## src/rtl/tex_mem_sched.sv

```systemverilog
// -----------------------------------------------------------------------------
// tex_mem_sched
//
// Texture memory request scheduler placed in front of the texture cache
// request port. One texture fetch is in flight at a time. Each fetch carries
// NUM_TEXELS word addresses per active lane. The fetch is issued to the cache
// as NUM_TEXELS request beats, with the texel index as the cache tag. Read
// responses are gathered into a per-lane/per-texel buffer. One combined
// response is returned when every expected word has arrived.
//
// Ports
//   clk, reset_n          clock, synchronous active-low reset
//   req_*                 fetch request from the texture unit (valid/ready)
//   tcache_req_*          per-lane read requests to the texture cache
//   tcache_rsp_*          per-lane read responses from the texture cache
//   rsp_*                 gathered fetch response to the texture unit
//
// Flat vector layout: element [lane][texel] of req_addr / rsp_data occupies
// slot (lane*NUM_TEXELS + texel). Per-lane cache buses use slot lane.
// -----------------------------------------------------------------------------
module tex_mem_sched #(
    parameter int NUM_REQS      = 4,
    parameter int NUM_TEXELS    = 4,
    parameter int WORD_SIZE     = 4,
    parameter int ADDR_WIDTH    = 30,
    parameter int REQ_TAG_WIDTH = 8,
    parameter int TAG_WIDTH     = $clog2(NUM_TEXELS),
    parameter int CNT_WIDTH     = $clog2(NUM_REQS*NUM_TEXELS+1),
    parameter int DATA_WIDTH    = 8*WORD_SIZE
) (
    input  logic                                          clk,
    input  logic                                          reset_n,

    input  logic                                          req_valid,
    input  logic [NUM_REQS-1:0]                           req_tmask,
    input  logic [NUM_REQS*NUM_TEXELS*ADDR_WIDTH-1:0]     req_addr,
    input  logic [REQ_TAG_WIDTH-1:0]                      req_tag,
    output logic                                          req_ready,

    output logic [NUM_REQS-1:0]                           tcache_req_valid,
    output logic [NUM_REQS-1:0]                           tcache_req_rw,
    output logic [NUM_REQS*WORD_SIZE-1:0]                 tcache_req_byteen,
    output logic [NUM_REQS*ADDR_WIDTH-1:0]                tcache_req_addr,
    output logic [NUM_REQS*DATA_WIDTH-1:0]                tcache_req_data,
    output logic [NUM_REQS*TAG_WIDTH-1:0]                 tcache_req_tag,
    input  logic [NUM_REQS-1:0]                           tcache_req_ready,

    input  logic [NUM_REQS-1:0]                           tcache_rsp_valid,
    input  logic [NUM_REQS*DATA_WIDTH-1:0]                tcache_rsp_data,
    input  logic [NUM_REQS*TAG_WIDTH-1:0]                 tcache_rsp_tag,
    output logic                                          tcache_rsp_ready,

    output logic                                          rsp_valid,
    output logic [NUM_REQS-1:0]                           rsp_tmask,
    output logic [NUM_REQS*NUM_TEXELS*DATA_WIDTH-1:0]     rsp_data,
    output logic [REQ_TAG_WIDTH-1:0]                      rsp_tag,
    input  logic                                          rsp_ready
);

    localparam logic [TAG_WIDTH-1:0] LAST_IDX = TAG_WIDTH'(NUM_TEXELS - 1);
    localparam logic [CNT_WIDTH-1:0] CNT_MAX  = CNT_WIDTH'(NUM_REQS * NUM_TEXELS);

    typedef enum logic [1:0] {
        IDLE = 2'd0,
        SEND = 2'd1,
        WAIT = 2'd2,
        RSP  = 2'd3
    } state_t;

    typedef logic [NUM_REQS-1:0][NUM_TEXELS-1:0][ADDR_WIDTH-1:0] addr_buf_t;
    typedef logic [NUM_REQS-1:0][NUM_TEXELS-1:0][DATA_WIDTH-1:0] data_buf_t;

    state_t                     state_q, state_d;
    logic [NUM_REQS-1:0]        tmask_q, tmask_d;
    addr_buf_t                  addr_q, addr_d;
    logic [REQ_TAG_WIDTH-1:0]   tag_q, tag_d;
    data_buf_t                  data_q, data_d;
    logic [TAG_WIDTH-1:0]       texel_idx_q, texel_idx_d;
    logic [NUM_REQS-1:0]        pending_q, pending_d;
    logic [CNT_WIDTH-1:0]       rsp_cnt_q, rsp_cnt_d;

    logic [CNT_WIDTH-1:0]       arr_cnt;      // responses arriving this cycle
    logic [CNT_WIDTH:0]         cnt_sum;      // one extra bit so overflow is visible
    logic [CNT_WIDTH-1:0]       cnt_next;     // saturated running count
    logic [CNT_WIDTH-1:0]       exp_total;    // popcount(tmask) * NUM_TEXELS
    logic [NUM_REQS-1:0]        pending_left; // lanes still owing the current beat
    logic                       collect;      // responses are gathered only while a fetch is live

    // ------------------------------------------------------------------
    // Response counting
    // ------------------------------------------------------------------
    always_comb begin
        arr_cnt = '0;
        for (int l = 0; l < NUM_REQS; l++) begin
            arr_cnt = arr_cnt + CNT_WIDTH'(tcache_rsp_valid[l]);
        end
    end

    always_comb begin
        exp_total = '0;
        for (int l = 0; l < NUM_REQS; l++) begin
            if (tmask_q[l]) begin
                exp_total = exp_total + CNT_WIDTH'(NUM_TEXELS);
            end
        end
    end

    // Saturate so a misbehaving cache cannot wrap the counter back past
    // the completion value.
    assign cnt_sum  = {1'b0, rsp_cnt_q} + {1'b0, arr_cnt};
    assign cnt_next = (cnt_sum > {1'b0, CNT_MAX}) ? CNT_MAX : cnt_sum[CNT_WIDTH-1:0];

    assign pending_left = pending_q & ~tcache_req_ready;
    assign collect      = (state_q == SEND) || (state_q == WAIT);

    // ------------------------------------------------------------------
    // Next-state logic
    // ------------------------------------------------------------------
    always_comb begin
        state_d     = state_q;
        tmask_d     = tmask_q;
        addr_d      = addr_q;
        tag_d       = tag_q;
        data_d      = data_q;
        texel_idx_d = texel_idx_q;
        pending_d   = pending_q;
        rsp_cnt_d   = rsp_cnt_q;

        unique case (state_q)
            IDLE: begin
                if (req_valid) begin
                    tmask_d     = req_tmask;
                    addr_d      = req_addr;
                    tag_d       = req_tag;
                    data_d      = '0;
                    texel_idx_d = '0;
                    pending_d   = req_tmask;
                    rsp_cnt_d   = '0;
                    // An empty mask has nothing to fetch: answer with zeros.
                    state_d     = (req_tmask == '0) ? RSP : SEND;
                end
            end

            SEND: begin
                if (pending_left == '0) begin
                    if (texel_idx_q == LAST_IDX) begin
                        pending_d = '0;
                        state_d   = WAIT;
                    end else begin
                        texel_idx_d = texel_idx_q + 1'b1;
                        pending_d   = tmask_q;
                    end
                end else begin
                    // Lanes that were accepted drop out; the rest retry.
                    pending_d = pending_left;
                end
            end

            WAIT: begin
                if (cnt_next == exp_total) begin
                    state_d = RSP;
                end
            end

            RSP: begin
                if (rsp_ready) begin
                    state_d = IDLE;
                end
            end

            default: begin
                state_d = IDLE;
            end
        endcase

        // Gather responses. The echoed cache tag is the texel index, so
        // each word lands in its own [lane][texel] slot regardless of order.
        if (collect) begin
            for (int l = 0; l < NUM_REQS; l++) begin
                if (tcache_rsp_valid[l]) begin
                    data_d[l][tcache_rsp_tag[l*TAG_WIDTH +: TAG_WIDTH]] =
                        tcache_rsp_data[l*DATA_WIDTH +: DATA_WIDTH];
                end
            end
            rsp_cnt_d = cnt_next;
        end
    end

    // ------------------------------------------------------------------
    // State registers
    // ------------------------------------------------------------------
    always_ff @(posedge clk) begin
        if (!reset_n) begin
            state_q     <= IDLE;
            tmask_q     <= '0;
            addr_q      <= '0;
            tag_q       <= '0;
            data_q      <= '0;
            texel_idx_q <= '0;
            pending_q   <= '0;
            rsp_cnt_q   <= '0;
        end else begin
            state_q     <= state_d;
            tmask_q     <= tmask_d;
            addr_q      <= addr_d;
            tag_q       <= tag_d;
            data_q      <= data_d;
            texel_idx_q <= texel_idx_d;
            pending_q   <= pending_d;
            rsp_cnt_q   <= rsp_cnt_d;
        end
    end

    // ------------------------------------------------------------------
    // Outputs
    // ------------------------------------------------------------------
    assign req_ready        = (state_q == IDLE);
    assign rsp_valid        = (state_q == RSP);
    assign tcache_rsp_ready = 1'b1;

    // Driven purely from registered state; no path from tcache_req_ready.
    assign tcache_req_valid = (state_q == SEND) ? pending_q : '0;

    generate
        for (genvar gi = 0; gi < NUM_REQS; gi++) begin : g_lane
            assign tcache_req_rw[gi]                               = 1'b0;
            assign tcache_req_byteen[gi*WORD_SIZE +: WORD_SIZE]    = '1;
            assign tcache_req_addr[gi*ADDR_WIDTH +: ADDR_WIDTH]    = addr_q[gi][texel_idx_q];
            assign tcache_req_data[gi*DATA_WIDTH +: DATA_WIDTH]    = '0;
            assign tcache_req_tag[gi*TAG_WIDTH +: TAG_WIDTH]       = texel_idx_q;
        end
    endgenerate

    assign rsp_tmask = tmask_q;
    assign rsp_tag   = tag_q;
    assign rsp_data  = data_q;

endmodule

```

## config.mk

```make
export PLATFORM = sky130hd
export DESIGN_NAME = tex_mem_sched
export DESIGN_NICKNAME = d
export VERILOG_FILES = /design/src/rtl/tex_mem_sched.sv
export SDC_FILE = /design/constraint.sdc
export NUM_CORES = 2
export LEC_CHECK = 0
export BUFFER_PORTS_ARGS = -buffer_cell sky130_fd_sc_hd__clkbuf_2
export CAP_MARGIN = 40
export CORE_AREA = 3 3 564 566
export CTS_CLUSTER_DIAMETER = 60
export DETAILED_ROUTE_END_ITERATION = 8
export DIE_AREA = 0 0 567 569
export GPL_TIMING_DRIVEN = 0
export HOLD_SLACK_MARGIN = 0.03
export PLACE_DENSITY_LB_ADDON = 0.3
export SLEW_MARGIN = 20
export SYNTH_ARGS = -nofsm -noshare
export SYNTH_HDL_FRONTEND = slang
export SYNTH_SLANG_ARGS = --single-unit
```

## constraint.sdc

```tcl
create_clock -name clk -period 3.5 [get_ports clk]
set_input_delay 0.7 -clock clk [delete_from_list [all_inputs] [get_ports clk]]
set_output_delay 0.7 -clock clk [all_outputs]
set_load 0.005 [all_outputs]
```

==> results.ini <==
[logic_synthesis]
synth_edf_count = 0
synth_fa_ha_area_share_pct = 0.4613
yosys.area_share.simple_pct = 21.55
ys_async_sr_fraction_pct = 0
synth_top_family_by_area = simple AND/OR/NAND/NOR gates
synth_mux_area_share_pct = 6.811
syn-cell-area_um2 = 40140
synthDistinctLibCells = 50
netlist_top_cells_area = dfxtp_1 51%, nand2_1 14%, a21oi_1 13%
synth_most_common_cell = nand2_1
syn_avg_cell_area_um2 = 8.197
yosysWarnings = 0
synth_compound_area_share_pct = 13.20
syn-instance-count = 4897
ys_seq_area_share_pct = 50.72
synth_xor_area_share_pct = 0.1995
synth_ff_type = dfxtp_1
synth_top_area_share_pct = 50.72
synthTopCellsByCount = 1518 x nand2_1, 1022 x a21oi_1, 1017 x dfxtp_1
ys_ff_latch = 1017
synth_top_area_cell = dfxtp_1

[routing]
drt_iter0_drc = 2903
wl_per_cell_um = 26.23
vias_per_cell = 3.853
routed_wl_um = 286000
ant_nets = 0
dr.pass1.iters = 5
drcViolationCount = 0
vias = 42002

[setup_path]
crit_type = flip-flop to primary output
cp_max_fo = 10
r2r.worst_path.cells = 10
worstPathRequired_ns = 2.80
start_kind = flip-flop
cp.arrival_ns = 2.66
cp-end-kind = primary output

[pwr]
total_power_mw = 38.96
peakVddDrop_mv = 0.3222
power_density_nw_per_um2 = 661.8
power_leakage_nw = 23.04

[min_path]
worstHoldPathCells = 3
min_path_type = input port to flip-flop

[cells_and_area]
area_growth_pct = 46.64
regArea_um2 = 20370
fillerInstances = 35777
multiInputGateArea_um2 = 17530
final_nets = 7247
layout-drive-gt1-share_pct = 28.95
stdcell_area_um2 = 58860

[place]
placed_area_um2 = 53150
routabilityCongestion = 0.8757
port_buffers = 1297
hpwl_um = 240800

[global_route]
top_usage_layer = met2
grt_antenna_before_repair = 91
grt_start_max_net_pins = 14
grt_use_total_pct = 16.97
overflow = 0
grtUsageMet2_pct = 27.96
grt_pass1_vias = 41335
gr-usage-met1_pct = 20.08
grt_pass1_wl_um = 374500
use_met3_pct = 6.185

[clock_tree]
cts-root-buf = clkbuf_16
cts_tree = yes
cts_num_sinks = 1017
clk_pin_slew_ns = 0.06
htreeDepth = 4
cts_buffer_depth = 4
numCtsBuffers = 147
clock_latency_ns = 0.83

[floorplanning]
dieArea_um2 = 322600
start_util_pct = 12.78
io_pins = 1447
die_y_um = 569
fp.coreArea_um2 = 314200
rows = 206
die_width_um = 567

[timing]
setup_violations = 0
hold_violations = 0
fmax_mhz = 297.5
period_share_pct = 96.04
rsz0062_at_grt = no
drv_slew = 0
relSlewSlack_pct = 44.27
worst_pin_slew_ns = 0.8359
layout_min_cycle_time_ns = 3.362
clock_skew_ns = 0.03378

[run_status]
outcome = completed

[flow_run]
maxCapViolCount = 0

## worst paths after layout
check	start	slack (ns)	to
max reg2reg	state_q[0]	0.24	rsp_data[231]
min reg2reg	addr_q[207]	0.45	addr_q[207]
min	req_addr[44]	0.12	addr_q[44]
max	texel_idx_q[1]	0.14	tcache_req_addr[51]
## timing repair
item,4_1_cts,5_1_grt
pin swaps,0,0
hold buffers,42,0
resized for setup,64,3
buffers inserted,9,0
hold endpoints to repair,42,0
cloned,1,0
setup endpoints to repair,626,3
## per-stage QoR
stage          worst slack (ns)  utilization, %   TNS (ns)  hold WS [ns]  instances
2_1_floorplan            0.3602               -          0        0.4331       5044
3_3_place_gp             -2.023           16.67    -896.64        0.4392      10501
3_5_place_dp            -0.5654           16.92     -99.74        0.4449      10549
4_1_cts               -0.003014           18.68  -0.004227       0.03008      10853
5_1_grt                0.001981           18.71          0       0.05717      10874
6_report                 0.1385           18.73          0        0.1166      10900
## per-layer routing
layer | share of wire (%) | wire length, um | vias to the layer above
li1 | - | - | 19704
met1 | 40 | 114700 | 20190
met2 | 46 | 132400 | 1694
met3 | 9.5 | 27050 | 374
met4 | 4.1 | 11620 | 40
met5 | 0.094 | 269 | -
## layout make-up
type                    count  area share (%)
flip-flops and latches   1017           34.60
multi-input cells        3438           29.78
repair buffers           1402           13.35
well taps                4160           8.843
clock buffers             191           6.836
plain buffers             570           4.981
clock inverters            62           1.312
diodes                     42          0.1786
inverters                  18          0.1148
## cells in the final DEF (no fill, tap or decap), types with 15 or more instances in the layout
master | synthesis | final
clkbuf_2 | 0 | 1311
dfxtp_1 | 1017 | 1015
mux4_2 | 120 | 120
buf_1 | 35 | 30
a21oi_1 | 1022 | 1022
inv_1 | 17 | 17
diode_2 | 0 | 42
clkinv_2 | 0 | 15
nand2_1 | 1518 | 1517
clkbuf_1 | 354 | 349
nand3_1 | 519 | 519
nor2_1 | 22 | 20
clkbuf_8 | 0 | 27
buf_2 | 27 | 23
buf_4 | 155 | 173
dlygate4sd3_1 | 0 | 42
buf_8 | 0 | 16
buf_6 | 0 | 28
conb_1 | 2 | 149
clkbuf_16 | 0 | 149
## flip-flops by register name, indices dropped and copies added (netlist names)
name / flops
rsp_tag: 8
rsp_tmask: 4
rsp_data: 512
rsp_cnt_q: 5
texel_idx_q: 2
pending_q: 4
addr_q: 480
state_q: 2
## kinds of logic after synthesis
family / Yosys count
adders and majority gates: 13
and+or+nand+nor: 2103
xor gates and xnor gates: 5
AOI/OAI and AO/OA: 1045
muxes: 123
buffers and inverters: 589
other: 2
DFF: 1017
## report_power, final
part / switching [mW] / leakage [nW] / internal [mW]
clock: 6.30 / 2.33 / 8.70
sequential: 0.782 / 8.28 / 12.8
combinational: 7.14 / 12.4 / 3.23
## worst max-delay path, cell delays in order, from the launching register on
cell and delay, ns:
dfxtp_4 0.39, clkbuf_8 0.22, clkbuf_1 0.61, mux4_2 0.43, clkbuf_2 0.18
Power figures use the tool's default switching activity.
